## src/rtl/ti_simon_pkg.sv

```systemverilog
// ---------------------------------------------------------------------------
// ti_simon_pkg
// Shared types and constants for the TI Simon host-side share controller.
//   state_t        : controller FSM states (also exported on the debug port)
//   LFSR_TAPS      : Galois feedback mask for x^32+x^22+x^2+x+1
//   LFSR_RST       : LFSR reset value, also the substitute for a zero seed
//   *_DEFAULT      : default DATA_W / RND_W / TIMEOUT for the controller
//   wdog_w()       : watchdog counter width for a given TIMEOUT
// ---------------------------------------------------------------------------
package ti_simon_pkg;

    localparam int DATA_W_DEFAULT  = 256;
    localparam int RND_W_DEFAULT   = 32;
    localparam int TIMEOUT_DEFAULT = 16384;

    localparam logic [31:0] LFSR_TAPS = 32'h80200003;
    localparam logic [31:0] LFSR_RST  = 32'h00000001;

    typedef enum logic [2:0] {
        S_IDLE  = 3'd0,
        S_MASK  = 3'd1,
        S_ISSUE = 3'd2,
        S_WAIT  = 3'd3,
        S_CAPT  = 3'd4,
        S_HOLD  = 3'd5
    } state_t;

    // Width of a counter that must reach TIMEOUT-1; never narrower than 1 bit.
    function automatic int wdog_w(input int timeout);
        return (timeout > 2) ? $clog2(timeout) : 1;
    endfunction

endpackage

```

## src/rtl/ti_lfsr_prng.sv

```systemverilog
// ---------------------------------------------------------------------------
// ti_lfsr_prng
// 32-bit Galois LFSR mask generator, stepped RND_W times per enabled cycle.
// Ports:
//   CLK, rst : clock, asynchronous active-high reset (LFSR -> LFSR_RST)
//   seed     : seed value, used when load=1 (zero is replaced by LFSR_RST)
//   load     : load seed this cycle (already qualified by the caller)
//   step     : advance RND_W steps this cycle (already qualified)
//   rnd      : the RND_W output bits of the next RND_W steps; the first bit
//              produced sits in the MSB so the stream reads MSB-first
// ---------------------------------------------------------------------------
module ti_lfsr_prng
    import ti_simon_pkg::*;
#(
    parameter int RND_W = RND_W_DEFAULT
) (
    input  logic             CLK,
    input  logic             rst,
    input  logic [31:0]      seed,
    input  logic             load,
    input  logic             step,
    output logic [RND_W-1:0] rnd
);

    logic [31:0]      lfsr_q;
    logic [31:0]      lfsr_nx;
    logic [RND_W-1:0] rnd_c;

    // Unrolled RND_W Galois steps: the output bit is the LSB before each shift.
    always_comb begin
        lfsr_nx = lfsr_q;
        rnd_c   = '0;
        for (int i = 0; i < RND_W; i++) begin
            rnd_c[RND_W-1-i] = lfsr_nx[0];
            lfsr_nx = lfsr_nx[0] ? ((lfsr_nx >> 1) ^ LFSR_TAPS) : (lfsr_nx >> 1);
        end
    end

    always_ff @(posedge CLK or posedge rst) begin
        if (rst) begin
            lfsr_q <= LFSR_RST;
        end else if (load) begin
            // An all-zero state would lock the LFSR at zero forever.
            lfsr_q <= (seed == 32'h0) ? LFSR_RST : seed;
        end else if (step) begin
            lfsr_q <= lfsr_nx;
        end
    end

    assign rnd = rnd_c;

endmodule

```

## src/rtl/ti_simon_share_ctrl.sv

```systemverilog
// ---------------------------------------------------------------------------
// ti_simon_share_ctrl
// Host front end for the TI Simon core: masks one unmasked word into three
// Boolean shares, hands them to the core, and returns the core's result.
// Ports:
//   CLK, rst            : clock, asynchronous active-high reset
//   EN                  : global enable; every register holds when EN=0
//   seed, seed_ld       : PRNG seed load, honoured only in IDLE
//   in_data/valid/ready : host input handshake
//   Din, Drdy           : share bundle {share_a, share_b, share_c} + strobe
//   Dvld, Dout          : core result strobe; Dout valid the cycle after Dvld
//   res_data/err        : result to host, err=1 marks a watchdog abort
//   res_valid/ready     : host result handshake
//   busy                : state != IDLE
//   state_dbg           : current FSM state for observation
//
// Handshakes: a transfer happens on a rising CLK edge with EN=1 where both
// valid and ready are high. in_ready is high only in IDLE; res_valid is high
// only in HOLD and, once raised, stays high with res_data/res_err stable
// until a transfer takes place.
// ---------------------------------------------------------------------------
module ti_simon_share_ctrl
    import ti_simon_pkg::*;
#(
    parameter int DATA_W  = DATA_W_DEFAULT,
    parameter int RND_W   = RND_W_DEFAULT,    // must divide DATA_W
    parameter int TIMEOUT = TIMEOUT_DEFAULT
) (
    input  logic                CLK,
    input  logic                rst,
    input  logic                EN,
    input  logic [31:0]         seed,
    input  logic                seed_ld,
    input  logic [DATA_W-1:0]   in_data,
    input  logic                in_valid,
    output logic                in_ready,
    output logic [3*DATA_W-1:0] Din,
    output logic                Drdy,
    input  logic                Dvld,
    input  logic [127:0]        Dout,
    output logic [127:0]        res_data,
    output logic                res_err,
    output logic                res_valid,
    input  logic                res_ready,
    output logic                busy,
    output state_t              state_dbg
);

    localparam int CHUNKS   = DATA_W / RND_W;
    localparam int MASK_CYC = 2 * CHUNKS;
    localparam int MCNT_W   = $clog2(MASK_CYC);
    localparam int WD_W     = wdog_w(TIMEOUT);

    localparam logic [MCNT_W-1:0] MCNT_HALF = MCNT_W'(CHUNKS);
    localparam logic [MCNT_W-1:0] MCNT_LAST = MCNT_W'(MASK_CYC - 1);
    localparam logic [WD_W-1:0]   WD_LAST   = WD_W'(TIMEOUT - 1);

    state_t              state;
    logic [DATA_W-1:0]   d_reg;
    logic [DATA_W-1:0]   r0;
    logic [DATA_W-1:0]   r1;
    logic [DATA_W-1:0]   sc_reg;
    logic [MCNT_W-1:0]   mcnt;
    logic [WD_W-1:0]     wdog;
    logic                drdy_q;
    logic                din_en;
    logic                res_valid_q;
    logic                res_err_q;
    logic [127:0]        res_data_q;

    logic [RND_W-1:0]    rnd;
    logic [DATA_W-1:0]   r0_sh;
    logic [DATA_W-1:0]   r1_sh;
    logic                prng_load;
    logic                prng_step;

    assign prng_load = EN && (state == S_IDLE) && seed_ld;
    assign prng_step = EN && (state == S_MASK);

    ti_lfsr_prng #(
        .RND_W (RND_W)
    ) u_prng (
        .CLK  (CLK),
        .rst  (rst),
        .seed (seed),
        .load (prng_load),
        .step (prng_step),
        .rnd  (rnd)
    );

    // Mask registers fill MSB-first: earliest PRNG output ends up on top.
    assign r0_sh = (r0 << RND_W) | DATA_W'(rnd);
    assign r1_sh = (r1 << RND_W) | DATA_W'(rnd);

    always_ff @(posedge CLK or posedge rst) begin
        if (rst) begin
            state       <= S_IDLE;
            d_reg       <= '0;
            r0          <= '0;
            r1          <= '0;
            sc_reg      <= '0;
            mcnt        <= '0;
            wdog        <= '0;
            drdy_q      <= 1'b0;
            din_en      <= 1'b0;
            res_valid_q <= 1'b0;
            res_err_q   <= 1'b0;
            res_data_q  <= '0;
        end else if (EN) begin
            case (state)
                S_IDLE: begin
                    if (in_valid) begin
                        d_reg <= in_data;
                        mcnt  <= '0;
                        state <= S_MASK;
                    end
                end

                S_MASK: begin
                    if (mcnt < MCNT_HALF) begin
                        r0 <= r0_sh;
                    end else begin
                        r1 <= r1_sh;
                    end
                    mcnt <= mcnt + MCNT_W'(1);
                    if (mcnt == MCNT_LAST) begin
                        // Last chunk of r1 lands this cycle, so use the shifted
                        // value; share_c is then a stable register for the core.
                        sc_reg <= d_reg ^ r0 ^ r1_sh;
                        drdy_q <= 1'b1;
                        din_en <= 1'b1;
                        state  <= S_ISSUE;
                    end
                end

                S_ISSUE: begin
                    drdy_q <= 1'b0;
                    wdog   <= '0;
                    state  <= S_WAIT;
                end

                S_WAIT: begin
                    // Dvld takes priority over the watchdog expiring.
                    if (Dvld) begin
                        state <= S_CAPT;
                    end else if (wdog == WD_LAST) begin
                        res_data_q  <= '0;
                        res_err_q   <= 1'b1;
                        res_valid_q <= 1'b1;
                        din_en      <= 1'b0;
                        d_reg       <= '0;
                        r0          <= '0;
                        r1          <= '0;
                        sc_reg      <= '0;
                        state       <= S_HOLD;
                    end else begin
                        wdog <= wdog + WD_W'(1);
                    end
                end

                S_CAPT: begin
                    // Erase the unmasked word and all mask material.
                    res_data_q  <= Dout;
                    res_err_q   <= 1'b0;
                    res_valid_q <= 1'b1;
                    din_en      <= 1'b0;
                    d_reg       <= '0;
                    r0          <= '0;
                    r1          <= '0;
                    sc_reg      <= '0;
                    state       <= S_HOLD;
                end

                S_HOLD: begin
                    if (res_ready) begin
                        res_valid_q <= 1'b0;
                        state       <= S_IDLE;
                    end
                end

                default: begin
                    drdy_q      <= 1'b0;
                    din_en      <= 1'b0;
                    res_valid_q <= 1'b0;
                    state       <= S_IDLE;
                end
            endcase
        end
    end

    assign in_ready  = (state == S_IDLE);
    assign busy      = (state != S_IDLE);
    assign Drdy      = drdy_q;
    assign Din       = din_en ? {r0, r1, sc_reg} : '0;
    assign res_data  = res_data_q;
    assign res_err   = res_err_q;
    assign res_valid = res_valid_q;
    assign state_dbg = state;

endmodule

```

## config.mk

```make
export PLATFORM = sky130hd
export DESIGN_NAME = ti_simon_share_ctrl
export DESIGN_NICKNAME = d
export VERILOG_FILES = /design/src/rtl/ti_simon_pkg.sv /design/src/rtl/ti_lfsr_prng.sv /design/src/rtl/ti_simon_share_ctrl.sv
export SDC_FILE = /design/constraint.sdc
export NUM_CORES = 2
export LEC_CHECK = 0
export ABC_AREA = 1
export CAP_MARGIN = 20
export CORE_AREA = 2 2 520 522
export DETAILED_ROUTE_END_ITERATION = 8
export DIE_AREA = 0 0 522 524
export MAX_ROUTING_LAYER = met4
export PLACE_DENSITY = 0.49
export SLEW_MARGIN = 20
export SYNTH_ARGS = -nofsm -noshare
export SYNTH_HDL_FRONTEND = slang
export SYNTH_SLANG_ARGS = --single-unit
```

## constraint.sdc

```tcl
create_clock -name CLK -period 83.9 [get_ports CLK]
set_input_delay 8.39 -clock CLK [delete_from_list [all_inputs] [get_ports CLK]]
set_output_delay 8.39 -clock CLK [all_outputs]
set_load 0.01 [all_outputs]
```

# After elaboration in Yosys (flattened, before gate mapping)
# Index checks and enable logic that the tools add are counted.
[word_totals]
wordCells = 167
ff_bits = 1209
in_bits = 423
out_inout_bits = 904
[op_classes]
bitwise_logic = 39
muxes = 70
n_eq_ne = 16
magnitude_cmp = 1
reduce_logical = 26
n_addsub = 2
[op_table]
columns = ["cell", "n"]
rows = [
  ["$pmux 256 s3", 4],
  ["$mux 256", 6],
  ["$mux 32", 35],
  ["$mux 768", 1],
  ["$or 256x32->256", 2],
  ["$xor 256x256->256", 2],
  ["$mux 128", 2],
  ["$pmux 128 s2", 1],
  ["$not 3->4", 32],
  ["$reduce_and 5->1", 7],
  ["$logic_not 32->1", 1],
  ["$mux 14", 2],
  ["$pmux 14 s2", 1],
  ["$pmux 3 s6", 1],
  ["$mux 3", 5],
  ["$add 14x1->14 const B", 1],
  ["$eq 14x14->1 const B", 1],
  ["$ne 2x2->1 const B", 6],
  ["$reduce_bool 3->1", 3],
  ["$pmux 4 s2", 1],
  ["$reduce_and 4->1", 2],
  ["$reduce_bool 2->1", 4],
  ["$eq 3x2->1 const B", 2],
  ["$eq 3x3->1 const B", 2],
  ["17 further kinds", 30],
]

# Logic depth before layout (Yosys ltp)
[depth]
depth_word = 66
mapped_depth = 40
ltp_nobuf = 39

# Modules after synthesis
# A second synthesis with hierarchy kept.
[hier_totals]
cells_unflattened = 8857
hier_area_um2 = 64404.3
[by_module_without_submodules]
columns = ["mod", "area_each_um2", "seq_area_each_um2", "cells_per_inst", "n_inst"]
rows = [
  ["ti_simon_share_ctrl", 61236.2, 29453.2, 8428, 1],
  ["ti_lfsr_prng", 3168.0, 802.0, 429, 1],
]

# Least setup slack after synthesis
# Ideal clock, no wire load.
[synth_timing]
kind = "input to register"
from = "in Dvld"
to = "reg d_reg[0]"
setup_ns = 0.083
path_slack_ns = 73.945
t_arrival_ns = 9.872
required_time_ns = 83.817
n_path_buf = 2
path_stages = 9
path_cell_list = "inv_1 > o21ai_0 > inv_1 > nand2_1 > nor3b_1 > clkbuf_1 > clkbuf_1 > nand3_1 > o21ai_0"
[synth_between]
elab_chain_cells = 2
[synth_lines]
columns = ["item", "line_no", "rtl"]
rows = [
  ["from (decl)", "ti_simon_share_ctrl.sv:39", "input logic Dvld,"],
  ["$ne 2x2->1 (no source line)", "n/a", ""],
  ["$reduce_and 5->1 (no source line)", "n/a", ""],
  ["to (signal assigned)", "ti_simon_share_ctrl.sv:113", "d_reg <= in_data;"],
  ["to (decl)", "ti_simon_share_ctrl.sv:59", "logic [DATA_W-1:0] d_reg;"],
]
# No other way between the ends.
# A chain may end at the register's enable or synchronous reset.

# Worst setup path after layout
[layout_timing]
from = "reg din_en"
to = "out Din[477]"
[layout_between]
elab_chain_cells = 1
[layout_lines]
columns = ["item", "line_no", "rtl"]
rows = [
  ["from (decl)", "ti_simon_share_ctrl.sv:66", "logic din_en;"],
  ["from (signal assigned)", "ti_simon_share_ctrl.sv:105", "din_en <= 1'b0;"],
  ["from (signal assigned)", "ti_simon_share_ctrl.sv:131", "din_en <= 1'b1;"],
  ["from (signal assigned)", "ti_simon_share_ctrl.sv:150", "din_en <= 1'b0;"],
  ["$mux 768", "ti_simon_share_ctrl.sv:194", "assign Din = din_en ? {r0, r1, sc_reg} : '0;"],
  ["to (decl)", "ti_simon_share_ctrl.sv:37", "output logic [3*DATA_W-1:0] Din,"],
]
# No other way between the ends.

==> impl_metrics.ini <==
[outcome]
outcome = finished, final reports clean

[final_layout]
layout-drive-gt1-share = 0.0497
stdcell_count = 12313
area_delta_synth_final_pct = 37.8
fillCellCount = 28741
final_nets = 9013
final_common_cell = nand2_1
layout_common_cells = nand2_1, clkdlybuf4s50_1, dfrtp_1, inv_1, o21ai_0
final_util = 0.304

[die]
chipWidth_um = 522
die-area_mm2 = 0.274
die_h_um = 524
pin_count = 1327
initial_core_util = 0.221
rows = 190
core_mm2 = 0.267

[clock_network]
cts_resized = 0
ctsHoldBuffers = 0
htree_levels = 4
clock_latency_ns = 0.82
cts_buffer_depth = 3
cts_tree = yes
cts_inserted_buffers = 155
clock-sinks = 1209
cts-root-buf = clkbuf_16
cts_setup_buffers = 0
clk_pin_slew_ns = 0.06

[power_and_ir_drop]
swShare = 0.508
internal_power_mw = 1.87
peakVddDrop_mv = 0.0844
leakagePower_nw = 39.9
pwr-share-clk = 0.184
p_comb_frac = 0.499
finalPower_mw = 3.80
power.switching_mw = 1.93
seqPwrFrac = 0.318
powerDensity_mw_per_mm2 = 46.7

[detailed_routing]
vias = 55288
drt-total-wl_mm = 331
dr.pass1.iters = 6
via_per_inst = 4.49
first_iter_violations = 5105
wl_per_cell_um = 26.9
final_antenna_net_count = 0
drcViolationCount = 0

[place]
io_buffers = 1326
dp_hpwl_mm = 254
dp.cells = 11983
gp_congestion = 0.960

[synthesis]
synth_ff_type = dfrtp_1
async_flop_share = 1.00
synth_seq_cells = 1209
synth_warnings = 0
syn-instance-count = 7454
synth_area_leader_cell = dfrtp_1
synth_cell_types = 49
synth_top_area_frac = 0.512
syn_area_mm2 = 0.0590
synthTopCellsByArea = dfrtp_1, nand2_1, o21ai_0, inv_1, xor2_1
syn_avg_cell_area_um2 = 7.92
ys_seq_area_frac = 0.513
synth_edf_count = 0
syn_nets = 7879

[sta]
fin_crit_ns = 13.92
maxSlewHeadroom = 0.226
timing.fmax_ghz = 0.0718
fin_setup_tns_ns = 0
finalSetupViolations = 0
finClkSkew_ns = 0.0442
finalCritPeriodShare = 0.166
final-hold-violation-count = 0
rsz0062_at_grt = no
drv_slew = 0
tightest_slew_ns = 1.15

[setup_path]
critPathKind = reg -> out
cp_slowest_stage_delay_ns = 0.94
critPathSlowestCell = dfrtp_4
cp-start-kind = flop
end_kind = primary output
crit_chain = buf_4 > buf_4 > buf_4 > buf_4 > nand2_1 > inv_1 > clkdlybuf4s50_1
crit_path_frequent_cell = buf_4
crit_fanout = 68
critical_path_arrival_ns = 5.53
cp.required_ns = 75.51

[global_route]
antenna_found_initial = 59
grt_max_degree = 206
grt_pass1_wl_mm = 450
grt_remaining_overflow = 0
grt_pass1_vias = 53890
grt.total_usage = 0.242

[flow_run]
drv_cap = 0

[worst_hold_path]
hold_class = reg -> reg
[through the flow]
step / setup WS (ns) / hold slack, ns / area (um2)
CTS: 69.86 / 0.480 / 81200
global placement: 70.02 / 0.465 / 75900
floorplan: 41.45 / 0.449 / 59000
finish: 69.98 / 0.476 / 81400
detailed placement: 69.96 / 0.465 / 76000
global route: 69.67 / 0.496 / 81300
[per-layer routing]
layer	share of wire	global-route usage
met1	0.42	0.300
met2	0.47	0.386
met3	0.069	0.0480
met4	0.042	0.0914
met5	0	-
[synth_stat cells, drive strengths merged, types with 10 or more instances]
cell,number
nand2,2451
dfrtp,1208
inv,1124
o21ai,1041
nand3,448
clkbuf,431
xor2,278
xnor2,256
nor2,83
a21oi,48
buf,11
nor3,10
[power groups by stage]
stage	registers, mW	clock network (mW)	logic (mW)
global route	1.22	0.739	2.07
CTS	1.21	0.717	1.92
finish	1.21	0.698	1.90
floorplan	0.991	0	1.15
global placement	1.21	0	1.89
detailed placement	1.21	0	1.91
[logic make-up after synthesis]
group | synth area share
AO/OA/AOI/OAI | 0.0963
XOR/XNOR | 0.0831
adder cells (fa/ha/maj) | 0.000424
buffers and inverters | 0.100
flip-flops | 0.513
AND/OR/NAND/NOR | 0.208
[worst paths after layout]
check	startpoint	to	slack, ns	cells past startpoint
max	din_en$_DFFE_PP0P_	Din[477]	69.98	7
min	res_data[42]$_DFFE_PP0P_	res_data[42]$_DFFE_PP0P_	0.48	2
max reg2reg	wdog[11]$_DFFE_PP0P_	d_reg[217]$_DFFE_PP0P_	77.85	14
min reg2reg	res_data[42]$_DFFE_PP0P_	res_data[42]$_DFFE_PP0P_	0.48	2
max in group asynchronous	rst	sc_reg[248]$_DFFE_PP0P_	70.89	7
min in group asynchronous	rst	sc_reg[113]$_DFFE_PP0P_	8.09	2
[area by class of cell]
class                   instances  area, um2  share of cell area
clock buffers                 225       4480              0.0551
diodes                         50        125             0.00154
flip-flops and latches       1209      30300               0.372
clock inverters                55        782             0.00961
inverters                    1128       4270              0.0524
well taps                    3552       4440              0.0546
repair buffers               1419      14000               0.173
multi-input cells            4675      23000               0.282
[worst max-delay path, delay by kind of cell (launching register included)]
kind | cells | cell delay (ns)
DFF | 1 | 0.94
buffers and inverters | 6 | 3.42
and+or+nand+nor | 1 | 0.14
Note: power is estimated with default switching activity, not from simulation.
